===== src/rtl/uart_tx_arbiter_if.sv =====
// Byte-stream requester bundle and UART TX side of the arbiter.
// The master side drives the requests and tx_ready_i. The slave side is the arbiter.
interface uart_tx_arbiter_if #(
  parameter int NUM_REQ    = 4,
  parameter int DATA_WIDTH = 8
);
  logic [NUM_REQ-1:0]            req_valid_i;
  logic [NUM_REQ*DATA_WIDTH-1:0] req_data_i;
  logic [NUM_REQ-1:0]            req_last_i;
  logic [NUM_REQ-1:0]            req_ready_o;
  logic                          tx_valid_o;
  logic [DATA_WIDTH-1:0]         tx_data_o;
  logic                          tx_ready_i;
  logic [NUM_REQ-1:0]            grant_o;
  logic                          burst_cut_o;
  logic                          busy_o;

  modport master (
    output req_valid_i, req_data_i, req_last_i, tx_ready_i,
    input  req_ready_o, tx_valid_o, tx_data_o, grant_o, burst_cut_o, busy_o
  );

  modport slave (
    input  req_valid_i, req_data_i, req_last_i, tx_ready_i,
    output req_ready_o, tx_valid_o, tx_data_o, grant_o, burst_cut_o, busy_o
  );
endinterface


===== src/rtl/uart_tx_arbiter.sv =====
// Round-robin arbiter sharing one UART TX core between NUM_REQ byte streams.
// A grant is locked to one requester until its packet ends or MAX_BURST bytes pass.
// Bytes go through a single output register that supports zero-bubble streaming.
//
// state | meaning
// IDLE  | no grant; pick the next valid requester from rr_ptr
// XFER  | granted requester streams bytes into the output register
module uart_tx_arbiter #(
  parameter int NUM_REQ    = 4,
  parameter int DATA_WIDTH = 8,
  parameter int MAX_BURST  = 16
) (
  input  logic             clk_i,
  input  logic             rst_i,
  uart_tx_arbiter_if.slave bus
);

  localparam int PTR_W = (NUM_REQ > 1) ? $clog2(NUM_REQ) : 1;

  typedef enum logic {ST_IDLE, ST_XFER} state_t;

  state_t                r_state, w_state_nxt;
  logic [PTR_W-1:0]      r_rr_ptr, r_gnt_idx, w_sel_idx, w_ptr_nxt;
  logic                  w_sel_found;
  logic [NUM_REQ-1:0]    r_grant, w_ready;
  logic [7:0]            r_burst_cnt;
  logic                  r_tx_valid, r_burst_cut;
  logic [DATA_WIDTH-1:0] r_tx_data, w_gnt_data;
  logic                  w_gnt_valid, w_gnt_last, w_accept, w_xfer, w_limit, w_end;

  // Search upward from rr_ptr with wrap; iterating far-to-near lets the nearest hit win.
  always_comb begin
    w_sel_found = 1'b0;
    w_sel_idx   = '0;
    for (int i = NUM_REQ - 1; i >= 0; i--) begin
      if (bus.req_valid_i[(int'(r_rr_ptr) + i) % NUM_REQ]) begin
        w_sel_found = 1'b1;
        w_sel_idx   = PTR_W'((int'(r_rr_ptr) + i) % NUM_REQ);
      end
    end
  end

  assign w_gnt_valid = bus.req_valid_i[r_gnt_idx];
  assign w_gnt_last  = bus.req_last_i[r_gnt_idx];
  assign w_gnt_data  = bus.req_data_i[r_gnt_idx*DATA_WIDTH +: DATA_WIDTH];
  assign w_accept    = !r_tx_valid || bus.tx_ready_i;
  assign w_xfer      = (r_state == ST_XFER) && w_gnt_valid && w_accept;
  assign w_limit     = (({1'b0, r_burst_cnt} + 9'd1) == 9'(MAX_BURST));
  assign w_end       = w_xfer && (w_gnt_last || w_limit);
  assign w_ptr_nxt   = (int'(r_gnt_idx) == NUM_REQ - 1) ? '0 : r_gnt_idx + 1'b1;

  // Only the granted requester sees ready, and only when the output register can take a byte.
  always_comb begin
    w_ready = '0;
    if (r_state == ST_XFER) w_ready[r_gnt_idx] = w_accept;
  end

  // Next-state decode: a grant ends only on a transferring cycle.
  always_comb begin
    w_state_nxt = r_state;
    case (r_state)
      ST_IDLE: if (w_sel_found) w_state_nxt = ST_XFER;
      ST_XFER: if (w_end)       w_state_nxt = ST_IDLE;
      default:                  w_state_nxt = ST_IDLE;
    endcase
  end

  // State register.
  always_ff @(posedge clk_i or posedge rst_i) begin
    if (rst_i) r_state <= ST_IDLE;
    else       r_state <= w_state_nxt;
  end

  // Grant, round-robin pointer, burst counter and burst-cut pulse.
  always_ff @(posedge clk_i or posedge rst_i) begin
    if (rst_i) begin
      r_grant     <= '0;
      r_gnt_idx   <= '0;
      r_rr_ptr    <= '0;
      r_burst_cnt <= '0;
      r_burst_cut <= 1'b0;
    end else begin
      r_burst_cut <= 1'b0;
      if (r_state == ST_IDLE && w_sel_found) begin
        r_grant     <= NUM_REQ'(1) << w_sel_idx;
        r_gnt_idx   <= w_sel_idx;
        r_burst_cnt <= '0;
      end else if (w_xfer) begin
        r_burst_cnt <= r_burst_cnt + 8'd1;
        if (w_end) begin
          r_grant     <= '0;
          r_rr_ptr    <= w_ptr_nxt;
          r_burst_cut <= w_limit && !w_gnt_last;
        end
      end
    end
  end

  // Output register: load on transfer (even while draining), otherwise clear once drained.
  always_ff @(posedge clk_i or posedge rst_i) begin
    if (rst_i) begin
      r_tx_valid <= 1'b0;
      r_tx_data  <= '0;
    end else if (w_xfer) begin
      r_tx_valid <= 1'b1;
      r_tx_data  <= w_gnt_data;
    end else if (bus.tx_ready_i) begin
      r_tx_valid <= 1'b0;
    end
  end

  assign bus.req_ready_o = w_ready;
  assign bus.tx_valid_o  = r_tx_valid;
  assign bus.tx_data_o   = r_tx_data;
  assign bus.grant_o     = r_grant;
  assign bus.burst_cut_o = r_burst_cut;
  assign bus.busy_o      = (r_state == ST_XFER) || r_tx_valid;

endmodule


===== src/flat_wrapper.sv =====
// flat-port wrapper written by rule: the top's interface ports become plain ports
module uart_tx_arbiter_flat 
#(
  parameter int NUM_REQ    = 4,
  parameter int DATA_WIDTH = 8,
  parameter int MAX_BURST  = 16
)
  (clk_i, rst_i, bus_req_valid_i, bus_req_data_i, bus_req_last_i, bus_tx_ready_i, bus_req_ready_o, bus_tx_valid_o, bus_tx_data_o, bus_grant_o, bus_burst_cut_o, bus_busy_o);
  uart_tx_arbiter_if #(.NUM_REQ(NUM_REQ), .DATA_WIDTH(DATA_WIDTH)) bus_i ();
  input  logic clk_i;
  input  logic rst_i;
  input wire logic [$bits(bus_i.req_valid_i)-1:0] bus_req_valid_i;
  input wire logic [$bits(bus_i.req_data_i)-1:0] bus_req_data_i;
  input wire logic [$bits(bus_i.req_last_i)-1:0] bus_req_last_i;
  input wire logic [$bits(bus_i.tx_ready_i)-1:0] bus_tx_ready_i;
  output wire logic [$bits(bus_i.req_ready_o)-1:0] bus_req_ready_o;
  output wire logic [$bits(bus_i.tx_valid_o)-1:0] bus_tx_valid_o;
  output wire logic [$bits(bus_i.tx_data_o)-1:0] bus_tx_data_o;
  output wire logic [$bits(bus_i.grant_o)-1:0] bus_grant_o;
  output wire logic [$bits(bus_i.burst_cut_o)-1:0] bus_burst_cut_o;
  output wire logic [$bits(bus_i.busy_o)-1:0] bus_busy_o;
  assign bus_i.req_valid_i = bus_req_valid_i;
  assign bus_i.req_data_i = bus_req_data_i;
  assign bus_i.req_last_i = bus_req_last_i;
  assign bus_i.tx_ready_i = bus_tx_ready_i;
  assign bus_req_ready_o = bus_i.req_ready_o;
  assign bus_tx_valid_o = bus_i.tx_valid_o;
  assign bus_tx_data_o = bus_i.tx_data_o;
  assign bus_grant_o = bus_i.grant_o;
  assign bus_burst_cut_o = bus_i.burst_cut_o;
  assign bus_busy_o = bus_i.busy_o;
  uart_tx_arbiter #(.NUM_REQ(NUM_REQ), .DATA_WIDTH(DATA_WIDTH), .MAX_BURST(MAX_BURST)) u_core (.clk_i(clk_i), .rst_i(rst_i), .bus(bus_i));
endmodule

===== config.mk =====
export PLATFORM = sky130hd
export DESIGN_NAME = uart_tx_arbiter_flat
export DESIGN_NICKNAME = d
export VERILOG_FILES = /design/src/rtl/uart_tx_arbiter_if.sv /design/src/rtl/uart_tx_arbiter.sv /design/src/flat_wrapper.sv
export SDC_FILE = /design/constraint.sdc
export NUM_CORES = 1
export LEC_CHECK = 0
export BUFFER_PORTS_ARGS = -buffer_cell sky130_fd_sc_hd__buf_2
export CAP_MARGIN = 30
export CELL_PAD_IN_SITES_DETAIL_PLACEMENT = 2
export CELL_PAD_IN_SITES_GLOBAL_PLACEMENT = 2
export CORE_MARGIN = 1
export CORE_UTILIZATION = 26
export CTS_CLUSTER_DIAMETER = 60
export CTS_CLUSTER_SIZE = 12
export DETAILED_ROUTE_END_ITERATION = 10
export MAX_ROUTING_LAYER = met4
export PLACE_DENSITY = 0.78
export SLEW_MARGIN = 20
export SYNTH_ARGS = -nofsm -noshare
export SYNTH_HDL_FRONTEND = slang
export SYNTH_SLANG_ARGS = --single-unit

===== constraint.sdc =====
create_clock -name clk_i -period 1.8 [get_ports clk_i]
set_input_delay 0.36 -clock clk_i [delete_from_list [all_inputs] [get_ports clk_i]]
set_output_delay 0.36 -clock clk_i [all_outputs]
set_load 0.05 [all_outputs]

======== After elaboration in Yosys (flattened, before gate mapping) ========
Cells that the tools add are included.
storage, ports and cells
  register bits ........................... 27
  output and inout port bits .............. 19
  word-level logic and storage cells ...... 89
operators by class
  add/sub/neg operators ................... 6
  order comparisons ....................... 6
  eq/ne operators ......................... 2
  shift operators ......................... 2
  mux-type cells .......................... 40
  bitwise gates (word level) .............. 6
  reduce and logical (&&, ||, !) cells .... 19
operators with widths
  cell                                                                          number
  32-bit by 6-bit indexed part select with 8-bit output                         1
  1-bit 2-to-1 mux                                                              21
  4-bit 2-to-1 mux                                                              4
  8-bit 2-to-1 mux                                                              2
  1-bit binary-select mux with 2-bit select                                     6
  3-bit by 4-bit less-than comparator with 1-bit output, second input constant  3
  2-bit 2-to-1 mux                                                              5
  8-bit by 1-bit adder with 9-bit output, second input constant                 1
  9-bit by 5-bit == test with 1-bit output, second input constant               1
  8-bit by 1-bit adder with 8-bit output, second input constant                 1
  1-bit logical AND                                                             6
  2-bit by 3-bit less-than comparator with 1-bit output, second input constant  2
  2-bit nonzero test                                                            3
  2-bit OR reduction                                                            3
  2-bit by 1-bit adder with 2-bit output, second input constant                 2
  2-bit adder, second input constant                                            2
  4-bit bitwise AND                                                             1
  1-bit by 2-bit << shifter with 4-bit output, first input constant             1
  1-bit bitwise AND, first input constant                                       3
  1-bit logical OR                                                              3
  3-bit AND reduction                                                           1
  1-bit demux with 2-bit select                                                 1
  2-bit by 1-bit == test with 1-bit output, second input constant               1
  2-bit by 1-bit >= comparator with 1-bit output, second input constant         1
  other kinds (4)                                                               6

======== Logic depth before layout (Yosys ltp) ========
  word-level depth ........................ 13
  gate-level depth with buffers ........... 7
  gate-level depth less buffers ........... 6

======== Least setup slack after synthesis ========
Ideal clock, no wire load.
  path type ............................... register to register
  from .................................... register u_core.r_burst_cnt[0]
  to ...................................... register u_core.r_rr_ptr[0]
  setup time .............................. 0.070 ns
  arrival time ............................ 1.897 ns
  required time ........................... 1.730 ns
  slack ................................... -0.167 ns
  cell stages (with the launch flop) ...... 8
  buffers on the path ..................... 1
  clock period less this slack ............ 1.967 ns
  cell sequence ........................... dfrtp_1 -> ha_1 -> clkbuf_1 -> nand3_1 -> xnor2_1 -> o211ai_1 -> or4_1 -> nand3_1
on the way
  longest elaborated chain between the ends .. 5
ends and longest elaborated chain
  what                                      line                   source
  from (decl)                               uart_tx_arbiter.sv:26  logic [7:0] r_burst_cnt;
  from (signal assigned)                    uart_tx_arbiter.sv:89  r_burst_cnt <= r_burst_cnt + 8'd1;
  8-bit by 1-bit adder with 9-bit output    uart_tx_arbiter.sv:48  assign w_limit = (({1'b0, r_burst_cnt} + 9'd1) == 9'(MAX_BURST));
  9-bit by 5-bit == test with 1-bit output  uart_tx_arbiter.sv:48
  1-bit logical OR                          uart_tx_arbiter.sv:49  assign w_end = w_xfer && (w_gnt_last || w_limit);
  1-bit logical AND                         uart_tx_arbiter.sv:49
  3-bit AND reduction (no line)             --
  to (signal assigned)                      uart_tx_arbiter.sv:92  r_rr_ptr <= w_ptr_nxt;
  to (decl)                                 uart_tx_arbiter.sv:23  logic [PTR_W-1:0] r_rr_ptr, r_gnt_idx, w_sel_idx, w_ptr_nxt;
Every way passes these cells.
A chain may end at the register's enable or synchronous reset.

======== Worst setup path after layout ========
  from .................................... register u_core.r_gnt_idx[0]
  to ...................................... register u_core.r_rr_ptr[0]
on the way
  longest elaborated chain between the ends .. 6
  elaborated cells on any way between the ends .. 12
ends and longest elaborated chain
  what                                       line                   source
  from (decl)                                uart_tx_arbiter.sv:23
  from (signal assigned)                     uart_tx_arbiter.sv:86  r_gnt_idx <= w_sel_idx;
  1-bit binary-select mux with 2-bit select  uart_tx_arbiter.sv:43  assign w_gnt_valid = bus.req_valid_i[r_gnt_idx];
  1-bit 2-to-1 mux (implied by the code)     uart_tx_arbiter.sv:43
  1-bit logical AND (2 in series)            uart_tx_arbiter.sv:47  assign w_xfer = (r_state == ST_XFER) && w_gnt_valid && w_accept;
  1-bit logical AND                          uart_tx_arbiter.sv:49
  3-bit AND reduction (no line)              --
Parallel ways exist; a longest one is shown, timed or not. The select of a mux whose other input is x is not followed.

==> metrics.txt <==
status=complete, but fails checks; failing checks=setup timing; Via Count=~2000; Async SR Flop Fraction=1.00; Layout Cell Area excl Fill=a little under 0.003 mm2; Die W=84.6 um; Skew-Pair Late Insertion Delay=0.29 ns; combinational fraction of design power=0.720; final-stage net count=346; CTS sink cnt=27; Slew @ Worst Pin=0.531 ns; Initial DRC Count=104; CTS tree=done; Area Growth Syn to Fin=66.1%; Initial Util=0.275; post-DP HPWL=about 5.1 mm; root buffer cell=clkbuf_8; Core Region=about 0.0065 mm2; Vias/cell=around 5.3; post-synthesis compound-gate area fraction=0.157; Synth area leaders=dfrtp_1 (38%), mux4_2 (13%), nand2_1 (7.8%); DRT Wirelength=8.18 mm; prevailing post-synth register cell=dfrtp_1; TritonCTS buffer count=3; WP data required=2.01 ns; ant diodes=0; final hold violations=0; period utilisation layout=1.13; setup violators final=16; Synth cell types=38; Ys Warns=0; Hold Slack=roughly 0.15 ns; remaining antenna violation count=0; register area share after synthesis=0.381; largest area contributor in the netlist=dfrtp_1; Final TNS setup=-1.47 ns; Hold Path Class=primary input to asynchronous set/reset pin; EDFF count, synth=0; Syn Inst Count=190; vias in the first global route=roughly 2200; post-route setup slack=-0.233 ns; Tot GR Track Use=0.197; clock-pin slew on the worst setup and hold paths=0.11 ns; gpl congestion=about 0.8; initial antenna violation count=0; crit path DAT=about 2.3 ns; port bufs=a little over 60; area of the die=0.00716 mm2; per-cell routed wire length=21.9 um; clock tree buffer depth=2; Crit. End Element=flip-flop; Worst Setup Start Kind=flip-flop; CP max stage delay=approximately 0.46 ns; Synth Area in Simple Gates=0.236; syn nets=239; count of boundary I/O pins=62; max cap viols=0; Peak supply drop=1.14 mV; Switch Pwr=approximately 2.6 mW; drt first pass iters=6; minimum clock period=2.03 ns; drc violations=0; syn avg cell area=roughly 9.3 um2; mux cell area share after synthesis=0.127; sequential share of power=0.203; DIE HEIGHT=84.6 um; main combinational cell family by area after synthesis=simple AND/OR/NAND/NOR gates; RR Startpoint=u_core.r_gnt_idx[0]; Critical Path Slowest Stage Cell=dfrtp_1; first-pass GRT wire length=10.8 mm; pins over their slew limit=0; Crit. Startpoint=u_core.r_gnt_idx[0]; Layout fillers=around 700; leakage power=1.39 nW; WS Path Type=flip-flop to flip-flop; adder-cell area share of the yosys netlist=0.0423; Net Sw Frac=0.511; number of H-tree levels=1; FF+latch count, synth=27; met1 Use GR=0.228; cts hold-fix bufs=0; worst relative slew slack=0.646; Internal Power=~2.5 mW; clock network power share=0.077; Post-Synth XOR/XNOR Area=0.00987; largest net degree at the start of global routing=28; GR peak layer=met2; achievable clock frequency=between 0.4 and 0.5 GHz; PD cells=approximately 1700 mW/mm2; met3 Resource Use GR=0.00688; RSZ-0062 raised after global routing=true; share of cells above drive strength 1=0.568; Std-Cell Rows=29; total grt overflow=0; met2 usage in global routing=0.370; Final Skew=about 0.012 ns; post-synth top area share=0.381; placed cell area=between 0.002 and 0.0025 mm2; synthesized cell area=0.00177 mm2; worst-path fanout max=3; critical path, cell by cell=buf_6 -> mux4_2 -> nand3_4 -> or3_1 -> or4_1 -> nand3_1
[worst max-delay path: cells and delay by family, from the launching register on]
family | cells | cell delay [ns]
and+or+nand+nor | 4 | 1.08
muxes | 1 | 0.27
buffers and inverters | 1 | 0.15
DFF | 1 | 0.46
[area by class of cell]
class | count | area [um2] | share of cell area
timing repair buffer | 111 | 798 | 0.271
multi-input combinational | 141 | 1270 | 0.430
tap | 77 | 96.3 | 0.0327
clock inverter | 1 | 7.51 | 0.00255
clock buffer | 3 | 41.3 | 0.0140
sequential | 27 | 679 | 0.231
inverter | 13 | 56.3 | 0.0191
[per-layer routing]
metal / vias up / wire [um]
met5: - / 0
met2: 46 / 4650
met4: 0 / 130
met1: 998 / 3250
li1: 907 / -
met3: 13 / 153
[synth_stat cells (all sizes together), types with 4 or more instances]
| library cell | instances |
|---|---|
| a221oi | 4 |
| a31oi | 4 |
| and3 | 8 |
| buf | 5 |
| clkbuf | 4 |
| dfrtp | 27 |
| ha | 6 |
| inv | 13 |
| mux4 | 10 |
| nand2 | 37 |
| nand3 | 11 |
| nor2 | 6 |
| nor3 | 4 |
| o211ai | 4 |
| o21ai | 17 |
[power groups by stage]
stage	logic [mW]	registers (mW)	clock network [mW]
floorplan	1.30	1.49	0
global placement	2.67	0.992	0
detailed placement	2.79	1.01	0
CTS	3.01	1.01	0.395
global route	3.82	1.05	0.408
finish	3.61	1.02	0.387
[metrics by stage]
step,setup slack [ns],total power [mW],util,cells
2_1_floorplan,-0.0328,2.79,-,190
4_1_cts,-0.0830,4.41,0.412,361
3_3_place_gp,-0.0873,3.66,0.373,349
6_report,-0.233,5.02,0.456,373
3_5_place_dp,-0.391,3.79,0.373,349
5_1_grt,-0.268,5.28,0.456,373
[placed cells by master (no fill, tap or decap), types with 4 or more instances in the layout]
cell      netlist  final
nand3_1         9      7
ha_4            0      5
buf_8           0      4
buf_2           2     56
mux4_2         10     10
o21ai_2         0      4
nor2_1          5      5
o21ai_1         0      6
dfrtp_1        27     24
a31oi_1         4      4
nand2_1        37     34
o211ai_1        4      4
buf_6           0     10
o21ai_0        17      7
inv_1          13     11
buf_4           0     38
and3_4          0      6
[timing repair]
item	CTS	global route
gates resized for setup	33	55
pin swaps	8	19
setup buffers	8	14
endpoints found under the setup margin	17	19
[kinds of logic after synthesis]
kind of cell	count (synthesis)
compound gates	41
xor+xnor	2
fa+ha+maj	6
buf+inv	22
flops	27
mux	10
simple gates	82
[flip-flops by register name, summed over array words and instances, names as in the netlist]
name,flops
u_core.bus.grant_o,4
u_core.r_rr_ptr,2
u_core.r_gnt_idx,2
u_core.bus.tx_valid_o,1
u_core.bus.burst_cut_o,1
u_core.bus.tx_data_o,8
u_core.r_burst_cnt,8
u_core.r_state,1
[path summary, 6_finish.rpt]
| kind | endpoint | slack [ns] | cells after the start |
|---|---|---|---|
| max | u_core.r_rr_ptr[0] | -0.23 | 6 |
| min | u_core.bus.tx_data_o[4] | 0.15 | 3 |
| max reg2reg | u_core.r_rr_ptr[0] | -0.23 | 6 |
| min reg2reg | u_core.bus.tx_data_o[4] | 0.48 | 2 |
| max in group asynchronous | u_core.r_burst_cnt[3] | 1.33 | 3 |
| min in group clk_i | u_core.bus.tx_data_o[0] | 0.47 | 4 |
(Power assumes the default switching activity.)
